--- config.mk ---
export PLATFORM = sky130hd
export DESIGN_NAME = mmss_timer
export DESIGN_NICKNAME = d
export VERILOG_FILES = /design/src/rtl/mmss_timer_pkg.sv /design/src/rtl/mmss_timer_tick.sv /design/src/rtl/mmss_timer.sv
export SDC_FILE = /design/constraint.sdc
export NUM_CORES = 1
export LEC_CHECK = 0
export CAP_MARGIN = 20
export CORE_ASPECT_RATIO = 1.5
export CORE_MARGIN = 2
export CORE_UTILIZATION = 50
export CTS_CLUSTER_SIZE = 12
export DETAILED_ROUTE_END_ITERATION = 10
export GPL_TIMING_DRIVEN = 1
export PLACE_DENSITY = 0.72
export SYNTH_ARGS = -nofsm -noshare
export SYNTH_HDL_FRONTEND = slang
export SYNTH_SLANG_ARGS = --single-unit
--- constraint.sdc ---
create_clock -name clk -period 5.22 [get_ports clk]
set_input_delay 1.044 -clock clk [delete_from_list [all_inputs] [get_ports clk]]
set_output_delay 1.044 -clock clk [all_outputs]
set_load 0.005 [all_outputs]
--- src/rtl/mmss_timer_pkg.sv ---
// Shared definitions for the MM:SS countdown/countup timer: state encoding,
// BCD digit width, terminal values and the seconds-to-BCD preset conversion.
package mmss_timer_pkg;

  typedef enum logic [1:0] {
    ST_IDLE  = 2'd0,
    ST_RUN   = 2'd1,
    ST_PAUSE = 2'd2,
    ST_DONE  = 2'd3
  } state_t;

  localparam int unsigned DIGIT_W = 4;
  localparam int unsigned BCD_W   = 4 * DIGIT_W;

  localparam logic [DIGIT_W-1:0] DIGIT_MAX    = 4'd9;
  localparam logic [DIGIT_W-1:0] SEC_TENS_MAX = 4'd5;

  localparam logic [BCD_W-1:0] TERM_DOWN = '0;

  function automatic logic [BCD_W-1:0] term_up(input int unsigned max_min);
    return {DIGIT_W'(max_min / 10), DIGIT_W'(max_min % 10), SEC_TENS_MAX, DIGIT_MAX};
  endfunction

  // Presets beyond the displayable range saturate to max_min:59.
  function automatic logic [BCD_W-1:0] secs_to_bcd(input int unsigned v,
                                                   input int unsigned max_min);
    int unsigned m;
    int unsigned s;
    if (v > max_min * 60 + 59) begin
      m = max_min;
      s = 59;
    end else begin
      m = v / 60;
      s = v % 60;
    end
    return {DIGIT_W'(m / 10), DIGIT_W'(m % 10), DIGIT_W'(s / 10), DIGIT_W'(s % 10)};
  endfunction

endpackage

--- src/rtl/mmss_timer_tick.sv ---
// Prescaler: counts 0..CLK_DIV-1 while enabled and flags the last count as a
// one-cycle tick; holding when disabled keeps the fractional second.
module tick_gen #(
  parameter int unsigned CLK_DIV = 100_000_000
) (
  input  logic clk,
  input  logic reset,
  input  logic enable,
  input  logic clear,
  output logic tick
);

  localparam int unsigned CNT_W = (CLK_DIV > 2) ? $clog2(CLK_DIV) : 1;
  localparam logic [CNT_W-1:0] LAST = CNT_W'(CLK_DIV - 1);

  logic [CNT_W-1:0] cnt_q;

  assign tick = enable && (cnt_q == LAST);

  always_ff @(posedge clk) begin
    if (reset || clear) begin
      cnt_q <= '0;
    end else if (enable) begin
      cnt_q <= tick ? '0 : cnt_q + 1'b1;
    end
  end

endmodule

--- src/rtl/mmss_timer.sv ---
// MM:SS timer with load/start/pause control, up or down counting in BCD and
// a DONE state reached when the count hits its terminal value.
module mmss_timer
  import mmss_timer_pkg::*;
#(
  parameter int unsigned CLK_DIV = 100_000_000,
  parameter int unsigned LOAD_W  = 8,
  parameter int unsigned MAX_MIN = 99
) (
  input  logic              clk,
  input  logic              reset,
  input  logic [LOAD_W-1:0] load_value,
  input  logic              load,
  input  logic              start_stop,
  input  logic              mode_up,
  output logic [15:0]       bcd_out,
  output logic              running,
  output logic              done,
  output logic              expired
);

  localparam logic [BCD_W-1:0] TERM_UP = term_up(MAX_MIN);

  state_t           state_q, state_d;
  logic [BCD_W-1:0] bcd_q, bcd_d, bcd_step, load_bcd;
  logic             mode_q, mode_d;
  logic             done_q;
  logic             tick;

  tick_gen #(.CLK_DIV(CLK_DIV)) u_tick (
    .clk    (clk),
    .reset  (reset),
    .enable (state_q == ST_RUN),
    .clear  (load),
    .tick   (tick)
  );

  function automatic logic [BCD_W-1:0] bcd_next(input logic [BCD_W-1:0] cur,
                                                input logic up);
    logic [DIGIT_W-1:0] m10, m1, s10, s1;
    {m10, m1, s10, s1} = cur;
    if (up) begin
      if (s1 != DIGIT_MAX) s1 = s1 + 1'b1;
      else begin
        s1 = '0;
        if (s10 != SEC_TENS_MAX) s10 = s10 + 1'b1;
        else begin
          s10 = '0;
          if (m1 != DIGIT_MAX) m1 = m1 + 1'b1;
          else begin
            m1  = '0;
            m10 = m10 + 1'b1;
          end
        end
      end
    end else begin
      if (s1 != '0) s1 = s1 - 1'b1;
      else begin
        s1 = DIGIT_MAX;
        if (s10 != '0) s10 = s10 - 1'b1;
        else begin
          s10 = SEC_TENS_MAX;
          if (m1 != '0) m1 = m1 - 1'b1;
          else begin
            m1  = DIGIT_MAX;
            m10 = m10 - 1'b1;
          end
        end
      end
    end
    return {m10, m1, s10, s1};
  endfunction

  assign load_bcd = secs_to_bcd(32'(load_value), MAX_MIN);
  assign bcd_step = bcd_next(bcd_q, mode_q);

  always_comb begin
    state_d = state_q;
    bcd_d   = bcd_q;
    mode_d  = mode_q;
    if (load) begin
      state_d = ST_IDLE;
      bcd_d   = load_bcd;
    end else begin
      unique case (state_q)
        ST_IDLE: begin
          if (start_stop && (bcd_q != (mode_up ? TERM_UP : TERM_DOWN))) begin
            state_d = ST_RUN;
            mode_d  = mode_up;
          end
        end
        ST_RUN: begin
          // A tick landing on the terminal value wins over a pause request.
          if (tick) begin
            bcd_d = bcd_step;
            if (bcd_step == (mode_q ? TERM_UP : TERM_DOWN)) state_d = ST_DONE;
            else if (start_stop)                             state_d = ST_PAUSE;
          end else if (start_stop) begin
            state_d = ST_PAUSE;
          end
        end
        ST_PAUSE: begin
          if (start_stop) state_d = ST_RUN;
        end
        ST_DONE: ;
        default: state_d = ST_IDLE;
      endcase
    end
  end

  always_ff @(posedge clk) begin
    if (reset) begin
      state_q <= ST_IDLE;
      bcd_q   <= '0;
      mode_q  <= 1'b0;
      done_q  <= 1'b0;
    end else begin
      state_q <= state_d;
      bcd_q   <= bcd_d;
      mode_q  <= mode_d;
      done_q  <= (state_d == ST_DONE) && (state_q != ST_DONE);
    end
  end

  assign bcd_out = bcd_q;
  assign running = (state_q == ST_RUN);
  assign expired = (state_q == ST_DONE);
  assign done    = done_q;

endmodule

==> results.cfg, run 1 <==
[power_and_ir_drop]
switching_share_pct = 30.8
power.combinational.fraction_pct = 24.9
totalPowerFinal_mw = 0.863
leakagePower_nw = 1.34
power_switching_mw = 0.266
cellInternalPower_mw = 0.597
p_per_area_nw_per_um2 = 216
power_frac_clock_pct = 30.3
power.sequential.fraction_pct = 44.7
ir_drop_uv = 114

[synthesis]
synthesis.yosys.warnings = 0
synth_cell_types = 80
synth_edf_count = 0
synth.top_cell.area_share_pct = 25.9
post_synth_inst_count = 489
post_synth.cell_area_avg_um2 = 7.42
mappedNetlistNets = 506
netlist_area_um2 = 3630
ys_ff_latch = 47
top_post_synthesis_cells_by_area = sky130_fd_sc_hd__dfxtp_1 (26%), sky130_fd_sc_hd__nor2_1 (6.3%), sky130_fd_sc_hd__nand3_1 (5.0%)
synth_sequential_area_ratio_pct = 25.9
async_set_or_reset_flop_fraction_in_the_synthesized_netlist_pct = 0
synth_top_flop_cell = sky130_fd_sc_hd__dfxtp_1
netlist.top_cell.by_area = sky130_fd_sc_hd__dfxtp_1

[worst_setup_path]
worst-path-max-fanout = 13
setup.worst_path.class = in2reg
r2r-start = state_q[1]$_SDFF_PP0_
worstSetupEndpointType = flip-flop
ff2ff_path_depth = 5
worst-endpoint-required_ps = 5400
r2r_slack_ps = 2400
worst_r2r_endpoint = u_tick.cnt_q[3]$_SDFFE_PP0P_
timing.critical_path.arrival_ps = 4130
timing.critical_path.from_type = input port

[detailed_routing]
dr.max_layer_used = met4
via_count = 3528
finalWirelength_um = 9000
detail-route-antenna-nets = 0
drt_drc_violations_left = 0
total_met2_wirelength_after_detailed_routing_um = 4910
routedLengthMet1_um = 3670
drt_iter0_drc = 212
drt-vias-per-instance = 6.10
wl_per_cell_um = 15.6
met3RoutedLength_um = 242
drt_pre_antenna_iters = 4

[cts]
cts-hold-fix-buffers = 0
post_cts_buffers = 0
insertion_delay_to_the_later_sink_of_the_worst_skew_pair_ps = 300
cts.sinks = 47
cts_made_buffers = 5
htreeDepth = 2
cts-root-buf = sky130_fd_sc_hd__clkbuf_8
cts.clk_slew.worst_paths_ps = 90
ctsResizeCount = 0
max-clock-path-buffers = 2
cts_tree = yes

[hold_path]
endpoint_of_the_worst_hold_timing_path = u_tick.cnt_q[1]$_SDFFE_PP0P_
hp-start = u_tick.cnt_q[1]$_SDFFE_PP0P_
min_delay_path_class = reg2reg
timing.hold.worst_path_depth = 2

[sta]
slew_violations = 0
max-slew-margin-rel_pct = 37.7
post-route-min-period_ps = 3950
worst_pin_slew_ps = 927
fin_worst_hold_slack_ps = 490
finalClockSkew_ps = 9.80
post-route-period-util_pct = 75.7
maxClockFrequency_mhz = 253
final_hold_violation_count = 0
tns_ps = 0
grt_setup_unrepaired = no
finalSetupViolations = 0

[floorplanning]
initial_utilization_pct = 50.8
die_y_um = 108
die_area_um2 = 7960
core-area_um2 = 7130
num_io_pins = 32
die_w_um = 73.5
placement_rows = 38

[grt]
grt_max_degree = 34
grt_first_pass_wirelength_um = 14800
grtUsageTotal_pct = 23.0
first_global_vias = 3320
number_of_antenna_violations_at_the_first_check_in_global_routing = 0
grt_overflow = 0

[layout]
ratio_of_cells_with_drive_above_1_in_the_final_layout_pct = 7.23
final_nets = 515
diodes = 0
finish.instance_area_um2 = 4000
layout.filler_cells = 694
syn2layout_area_growth_pct = 10.4
final_cell_count_no_fill = 578

[outcome]
run_status = completed

[placement]
routabilityCongestion = 0.879
placed_instances = 571
portBuffers = 31
placed_area_um2 = 3900
place.detailed.hpwl_um = 6830

[run]
cap_viol_max_count = 0
-- state kept, by name (all words and copies together), names as in the netlist --
name,flops
done,1
state_q,2
u_tick.cnt_q,27
bcd_out,16
mode_q,1
-- worst max path at each step --
stage	startpoint	end	slack [ps]	cells after the start
floorplan	load_value[5]	bcd_out[3]$_SDFFE_PP0P_	1830	13
global placement	load_value[5]	bcd_out[3]$_SDFFE_PP0P_	1070	12
detailed placement	load_value[5]	bcd_out[3]$_SDFFE_PP0P_	980	12
CTS	load_value[5]	bcd_out[3]$_SDFFE_PP0P_	1310	12
global route	load_value[5]	bcd_out[3]$_SDFFE_PP0P_	1050	12
finish	load_value[6]	bcd_out[3]$_SDFFE_PP0P_	1270	12
-- cell usage after synthesis, drive strengths merged (2+ instances only) --
master and n:
or3 12, and4 2, nor4b 2, or2 3, ha 4, o211a 2, nor2 62, a21oi 34
o21ai 22, xor2 19, a21o 4, nand4 14, inv 17, o211ai 6, nor3 17, a31oi 11
xnor2 15, a41oi 2, clkbuf 21, and4b 2, nand3 37, a211oi 6, or4 2, o21a 2
nand2 39, and2 4, o22ai 2, a221oi 4, nand4b 2, buf 10, nor3b 2, o31a 2
and3 7, nand3b 2, mux2i 6, dfxtp 47, o32ai 2, a22oi 2, nor4 9, nor2b 10
nand2b 3
-- cells by family (layout without fill, tap and decap cells) --
family | after synthesis | in the layout | share of synthesized area, %
AO/OA/AOI/OAI | 117 | 117 | 22.5
buffers and inverters | 48 | 57 | 6.14
multiplexers | 7 | 7 | 2.07
flip-flops | 47 | 47 | 25.9
XOR/XNOR | 34 | 34 | 8.21
AND/OR/NAND/NOR | 232 | 232 | 33.8
adder cells (fa/ha/maj) | 4 | 4 | 1.38
-- placed cells by master, fill, tap and decap left out, types with 10 or more instances in the layout --
cell type,netlist,layout
sky130_fd_sc_hd__a21oi_1,33,33
sky130_fd_sc_hd__a31oi_1,10,10
sky130_fd_sc_hd__clkdlybuf4s50_1,0,31
sky130_fd_sc_hd__dfxtp_1,47,47
sky130_fd_sc_hd__inv_1,15,15
sky130_fd_sc_hd__nand2_1,38,38
sky130_fd_sc_hd__nand3_1,36,36
sky130_fd_sc_hd__nand4_1,13,13
sky130_fd_sc_hd__nor2_1,61,61
sky130_fd_sc_hd__nor2b_1,10,10
sky130_fd_sc_hd__nor3_1,13,13
sky130_fd_sc_hd__o21ai_0,16,16
sky130_fd_sc_hd__or3_1,11,11
sky130_fd_sc_hd__xnor2_1,15,15
sky130_fd_sc_hd__xor2_1,19,19
-- area by class of cell --
| class | count | area (um^2) | share of cell area, % |
|---|---|---|---|
| timing repair buffer | 33 | 325 | 8.13 |
| multi-input combinational | 394 | 2470 | 61.7 |
| inverter | 17 | 63.8 | 1.59 |
| tap | 80 | 100 | 2.50 |
| sequential | 47 | 941 | 23.5 |
| clock buffer | 6 | 72.6 | 1.81 |
| clock inverter | 1 | 30.0 | 0.750 |
-- power groups by stage --
stage | clock network (mW) | registers (mW) | logic [mW]
2_1_floorplan | 0 | 0.382 | 0.170
3_3_place_gp | 0 | 0.394 | 0.210
3_5_place_dp | 0 | 0.394 | 0.213
4_1_cts | 0.271 | 0.385 | 0.214
5_1_grt | 0.281 | 0.388 | 0.237
6_report | 0.262 | 0.386 | 0.215
-- per-stage QoR --
step	util [%]	setup WS (ps)
after floorplan	-	1830
after global placement	54.7	1070
after detailed placement	54.7	981
after CTS	56.1	1310
after global routing	56.1	1050
final	56.1	1270
-- worst max-delay path, stage by stage --
cell and delay, ps:
sky130_fd_sc_hd__clkdlybuf4s50_1 730, sky130_fd_sc_hd__nand3_2 170, sky130_fd_sc_hd__inv_2 110, sky130_fd_sc_hd__ha_1 260, sky130_fd_sc_hd__nor2b_1 230, sky130_fd_sc_hd__a211o_1 200
sky130_fd_sc_hd__and2_1 270, sky130_fd_sc_hd__mux2i_2 330, sky130_fd_sc_hd__nor3_4 80, sky130_fd_sc_hd__or3_1 370, sky130_fd_sc_hd__a41oi_1 260, sky130_fd_sc_hd__a221oi_2 80
-- layer usage --
layer  vias to the layer above  track usage [%]
li1                       1792                -
met4                         0             7.27
met5                         -                0
met2                        68             44.5
met3                        15             3.08
met1                      1653             24.9
Note: power is estimated with default switching activity, not from simulation.
==> run 2: changes to the inputs <==
- clock period: 5.22 -> 4.1 ns (I/O delays scaled with it)
==> run 2 against run 1 <==
- via count up 2.5%
- critical path depth did not move
- power increased by 31%
- worst setup slack worse by 600 ps
- clock skew about the same
- design area increased by 1.3%
- sequential share of layout area fell by 0.29 points
- sequential power increased by 28%
- largest cell class unchanged
==> results.cfg, run 2 (synthesis gave the netlist of run 1 again) <==
[sta]
tns_ps = 0
post-route-min-period_ps = 3430
slew_violations = 0
finalSetupViolations = 0
finalClockSkew_ps = 10.1
post-route-period-util_pct = 83.7
grt_setup_unrepaired = no
final_hold_violation_count = 0
worst_pin_slew_ps = 983
max-slew-margin-rel_pct = 33.8
maxClockFrequency_mhz = 291

[detailed_routing]
drt-vias-per-instance = 6.19
wl_per_cell_um = 15.4
detail-route-antenna-nets = 0
drt_pre_antenna_iters = 5
finalWirelength_um = 9000
drt_iter0_drc = 180
via_count = 3617
drt_drc_violations_left = 0

[floorplanning]
core-area_um2 = 7130
die_area_um2 = 7960
initial_utilization_pct = 50.8
die_y_um = 108
die_w_um = 73.5
placement_rows = 38
num_io_pins = 32

[worst_setup_path]
setup.worst_path.class = in2reg
worst-path-max-fanout = 7
timing.critical_path.arrival_ps = 3630
timing.critical_path.from_type = input port
worstSetupEndpointType = flip-flop
worst-endpoint-required_ps = 4300

[layout]
largest_reg_flops = 27
syn2layout_area_growth_pct = 11.7
diodes = 0
max_flop_register = u_tick.cnt_q
final_common_cell = sky130_fd_sc_hd__nor2_1
ratio_of_cells_with_drive_above_1_in_the_final_layout_pct = 8.53
layout.filler_cells = 685
most-common-layout-cells = sky130_fd_sc_hd__nor2_1 (61), sky130_fd_sc_hd__dfxtp_1 (47), sky130_fd_sc_hd__nand2_1 (38), sky130_fd_sc_hd__nand3_1 (36), sky130_fd_sc_hd__a21oi_1 (33)
final_nets = 520

[hold_path]
min_delay_path_class = reg2reg

[cts]
cts.clk_slew.worst_paths_ps = 90
ctsResizeCount = 0
cts_made_buffers = 5
cts.sinks = 47
post_cts_buffers = 0
cts_tree = yes
htreeDepth = 2
cts-root-buf = sky130_fd_sc_hd__clkbuf_8
max-clock-path-buffers = 2
insertion_delay_to_the_later_sink_of_the_worst_skew_pair_ps = 320
cts-hold-fix-buffers = 0

[placement]
portBuffers = 31
place.detailed.hpwl_um = 6770
routabilityCongestion = 0.913

[run]
cap_viol_max_count = 0

[grt]
number_of_antenna_violations_at_the_first_check_in_global_routing = 0
grt_first_pass_wirelength_um = 14600
first_global_vias = 3247
grt_max_degree = 25
grt_overflow = 0
grtUsageTotal_pct = 23.0

[power_and_ir_drop]
ir_drop_uv = 154
p_per_area_nw_per_um2 = 278
leakagePower_nw = 1.37
totalPowerFinal_mw = 1.13

[outcome]
run_status = completed
==> run 2: path summary, 6_finish.rpt <==
| check | startpoint | slack (ps) | endpoint | cells after the start |
|---|---|---|---|---|
| max | load_value[4] | 670 | bcd_out[3]$_SDFFE_PP0P_ | 12 |
| min | u_tick.cnt_q[1]$_SDFFE_PP0P_ | 490 | u_tick.cnt_q[1]$_SDFFE_PP0P_ | 2 |
| max reg2reg | state_q[1]$_SDFF_PP0_ | 1280 | state_q[1]$_SDFF_PP0_ | 8 |
| min reg2reg | u_tick.cnt_q[1]$_SDFFE_PP0P_ | 490 | u_tick.cnt_q[1]$_SDFFE_PP0P_ | 2 |
==> run 2: layout make-up <==
type	count	area (um^2)	area share (%)
Inverter	17	63.8	1.58
Timing Repair Buffer	38	363	8.96
Tap cell	80	100	2.47
Clock buffer	5	68.8	1.70
Multi-Input combinational cell	394	2470	60.9
Sequential cell	47	941	23.2
Clock inverter	3	46.3	1.14
==> run 2: metal layers <==
layer	up-vias	track usage, %	routed length [um]
li1	1800	-	-
met1	1717	24.7	3660
met2	77	41.9	4770
met3	23	4.38	280
met4	0	10.8	296
met5	-	0	0
==> run 2: per-stage QoR <==
step	hold WS, ps	utilization [%]	area, um^2	std cells	setup WS, ps
after floorplan	458	-	3630	489	931
after global placement	471	55.2	3940	576	478
after detailed placement	480	55.2	3940	576	348
after CTS	494	56.8	4050	584	687
after global routing	508	56.8	4050	584	494
final	492	56.8	4050	584	667
==> run 2: worst max-delay path: stages <==
cell and delay (ps):
sky130_fd_sc_hd__clkdlybuf4s50_1 490, sky130_fd_sc_hd__nand3_2 110, sky130_fd_sc_hd__inv_2 90, sky130_fd_sc_hd__ha_1 270
sky130_fd_sc_hd__nor2b_1 250, sky130_fd_sc_hd__a211o_1 210, sky130_fd_sc_hd__and2_1 270, sky130_fd_sc_hd__mux2i_2 320
sky130_fd_sc_hd__nor3_4 80, sky130_fd_sc_hd__or3_1 370, sky130_fd_sc_hd__a41oi_1 260, sky130_fd_sc_hd__a221oi_2 80
==> run 2: power by group <==
group          switching (mW)  leakage [nW]  internal [mW]
registers              0.0267         0.381          0.466
logic                   0.158         0.933          0.119
clock network           0.174        0.0548          0.184
total                   0.358          1.37          0.768
==> run 3: changes to the inputs <==
- PLACE_DENSITY: 0.72 -> 0.74
- clock period: 4.1 -> 3 ns (I/O delays scaled with it)
==> run 3 against run 2 <==
- register-to-register slack got worse by 880 ps
- hold slack improved by 4.3 ps
- first-iteration DRC count rose by 32%
- design area increased by 8.7%
- largest cell class unchanged
- largest power group unchanged
==> results.cfg, run 3 (synthesis gave the netlist of run 1 again) <==
[layout]
layout.core_utilization_pct = 61.8
sequential_cell_area_um2 = 941
final_nets = 558
max_flop_register = u_tick.cnt_q
syn2layout_area_growth_pct = 21.5
most-common-layout-cells = sky130_fd_sc_hd__nor2_1 (61), sky130_fd_sc_hd__dfxtp_1 (47), sky130_fd_sc_hd__buf_4 (45), sky130_fd_sc_hd__nand2_1 (38), sky130_fd_sc_hd__nand3_1 (34)
ratio_of_cells_with_drive_above_1_in_the_final_layout_pct = 16.4
diodes = 0
largest_reg_flops = 27
final_common_cell = sky130_fd_sc_hd__nor2_1
layout.filler_cells = 651
multiInputGateArea_um2 = 2520

[detailed_routing]
drt-vias-per-instance = 6.06
detail-route-antenna-nets = 0
wl_per_cell_um = 15.2
via_count = 3769
finalWirelength_um = 9440
drt_pre_antenna_iters = 4
drt_iter0_drc = 237
drt_drc_violations_left = 0

[power_and_ir_drop]
p_per_area_nw_per_um2 = 367
leakagePower_nw = 1.60
cellInternalPower_mw = 1.12
ir_drop_uv = 275
switching_share_pct = 30.8
power.sequential.fraction_pct = 41.4
totalPowerFinal_mw = 1.62
power_switching_mw = 0.499
power.combinational.fraction_pct = 27.6
power_frac_clock_pct = 31.0

[run]
cap_viol_max_count = 0

[worst_setup_path]
worst-endpoint-required_ps = 3240
timing.critical_path.from_type = input port
worstSetupEndpointType = flip-flop
setup.worst_path.class = in2reg
timing.critical_path.from = load_value[7]
r2r_slack_ps = 400
worst-path-max-fanout = 14
ff2ff_path_depth = 8
worst_r2r_endpoint = state_q[1]$_SDFF_PP0_
timing.critical_path.arrival_ps = 3170
r2r-start = bcd_out[2]$_SDFFE_PP0P_

[sta]
post-route-period-util_pct = 97.9
worst_pin_slew_ps = 593
slew_violations = 0
max-slew-margin-rel_pct = 60.4
layout_setup_ws_ps = 64.1
finalSetupViolations = 0
tns_ps = 0
finalClockSkew_ps = 6.45
maxClockFrequency_mhz = 341
post-route-min-period_ps = 2940
fin_worst_hold_slack_ps = 496
final_hold_violation_count = 0

[hold_path]
hp-start = u_tick.cnt_q[1]$_SDFFE_PP0P_
timing.hold.worst_path_depth = 2
endpoint_of_the_worst_hold_timing_path = u_tick.cnt_q[1]$_SDFFE_PP0P_
min_delay_path_class = reg2reg

[grt]
number_of_antenna_violations_at_the_first_check_in_global_routing = 0
grt_first_pass_wirelength_um = 15300
grt_max_degree = 25
grt_overflow = 0
grtUsageTotal_pct = 23.9
first_global_vias = 3495

[floorplanning]
die_w_um = 73.5
core-area_um2 = 7130
initial_utilization_pct = 50.8
num_io_pins = 32
die_area_um2 = 7960
placement_rows = 38
die_y_um = 108

[cts]
cts-hold-fix-buffers = 0
cts_tree = yes
cts-root-buf = sky130_fd_sc_hd__clkbuf_8
insertion_delay_to_the_later_sink_of_the_worst_skew_pair_ps = 310
cts.sinks = 47
cts.clk_slew.worst_paths_ps = 90
htreeDepth = 2
max-clock-path-buffers = 2
cts_made_buffers = 5

[placement]
portBuffers = 31
routabilityCongestion = 0.918
place.detailed.hpwl_um = 7030
post-place-ws_ps = -361

[outcome]
run_status = completed
==> run 3: cell count changes in the layout (fill, tap and decap cells not counted), moves of 2 or more <==
cell                              before  now
sky130_fd_sc_hd__a21oi_1              33   31
sky130_fd_sc_hd__dlymetal6s2s_1        0    3
sky130_fd_sc_hd__nand3_2               1    3
sky130_fd_sc_hd__a21oi_2               1    3
sky130_fd_sc_hd__nand3_1              36   34
sky130_fd_sc_hd__buf_4                 7   45
sky130_fd_sc_hd__clkdlybuf4s50_1      31   28
==> run 3: power groups by stage <==
stage / clock, mW / sequential [mW] / combinational (mW)
5_1_grt: 0.535 / 0.674 / 0.489
3_3_place_gp: 0 / 0.683 / 0.416
6_report: 0.502 / 0.670 / 0.447
3_5_place_dp: 0 / 0.683 / 0.422
2_1_floorplan: 0 / 0.665 / 0.296
4_1_cts: 0.514 / 0.669 / 0.429
==> run 3: repair_timing <==
item	CTS	global route
pin swaps	3	10
endpoints found under the setup margin	2	5
gates cloned	0	0
setup buffers	1	2
gates resized for setup	4	10
==> run 3: cell type report <==
type / count / area share [%]
multi-input combinational: 394 / 57.3
sequential: 47 / 21.4
tap: 80 / 2.27
inverter: 17 / 1.45
clock inverter: 2 / 0.880
timing repair buffer: 76 / 14.9
clock buffer: 6 / 1.87
==> run 3: worst max-delay path, cell delays in order <==
cell and delay (ps):
sky130_fd_sc_hd__clkdlybuf4s50_1 490, sky130_fd_sc_hd__buf_4 230, sky130_fd_sc_hd__and3_4 190, sky130_fd_sc_hd__o32ai_2 250
sky130_fd_sc_hd__o22ai_2 150, sky130_fd_sc_hd__or3_4 430, sky130_fd_sc_hd__buf_4 160, sky130_fd_sc_hd__a21o_1 190
sky130_fd_sc_hd__nand3_1 110, sky130_fd_sc_hd__a41oi_1 140, sky130_fd_sc_hd__a221oi_2 240
==> run 3: worst max-delay path by stage <==
stage                                         end  slack (ps)  cells after the start
after floorplan           bcd_out[3]$_SDFFE_PP0P_          50                     13
after global placement    bcd_out[1]$_SDFFE_PP0P_        -260                     13
after detailed placement  bcd_out[3]$_SDFFE_PP0P_        -360                     13
after CTS                 bcd_out[1]$_SDFFE_PP0P_          20                     13
after global routing      bcd_out[3]$_SDFFE_PP0P_         -20                     11
final                     bcd_out[3]$_SDFFE_PP0P_          60                     11
==> run 3: routing by layer <==
layer	GRT usage (%)	share of wire [%]	up-vias
met2	42.8	54	81
met5	0	0	-
met1	26.1	40	1771
met3	3.26	3.0	29
li1	-	-	1888
met4	13.5	3.4	0
==> run 3: per-stage QoR <==
stage | std cells | cell area [um^2]
floorplan | 489 | 3630
global placement | 611 | 4200
detailed placement | 611 | 4200
CTS | 620 | 4340
global route | 622 | 4410
finish | 622 | 4410
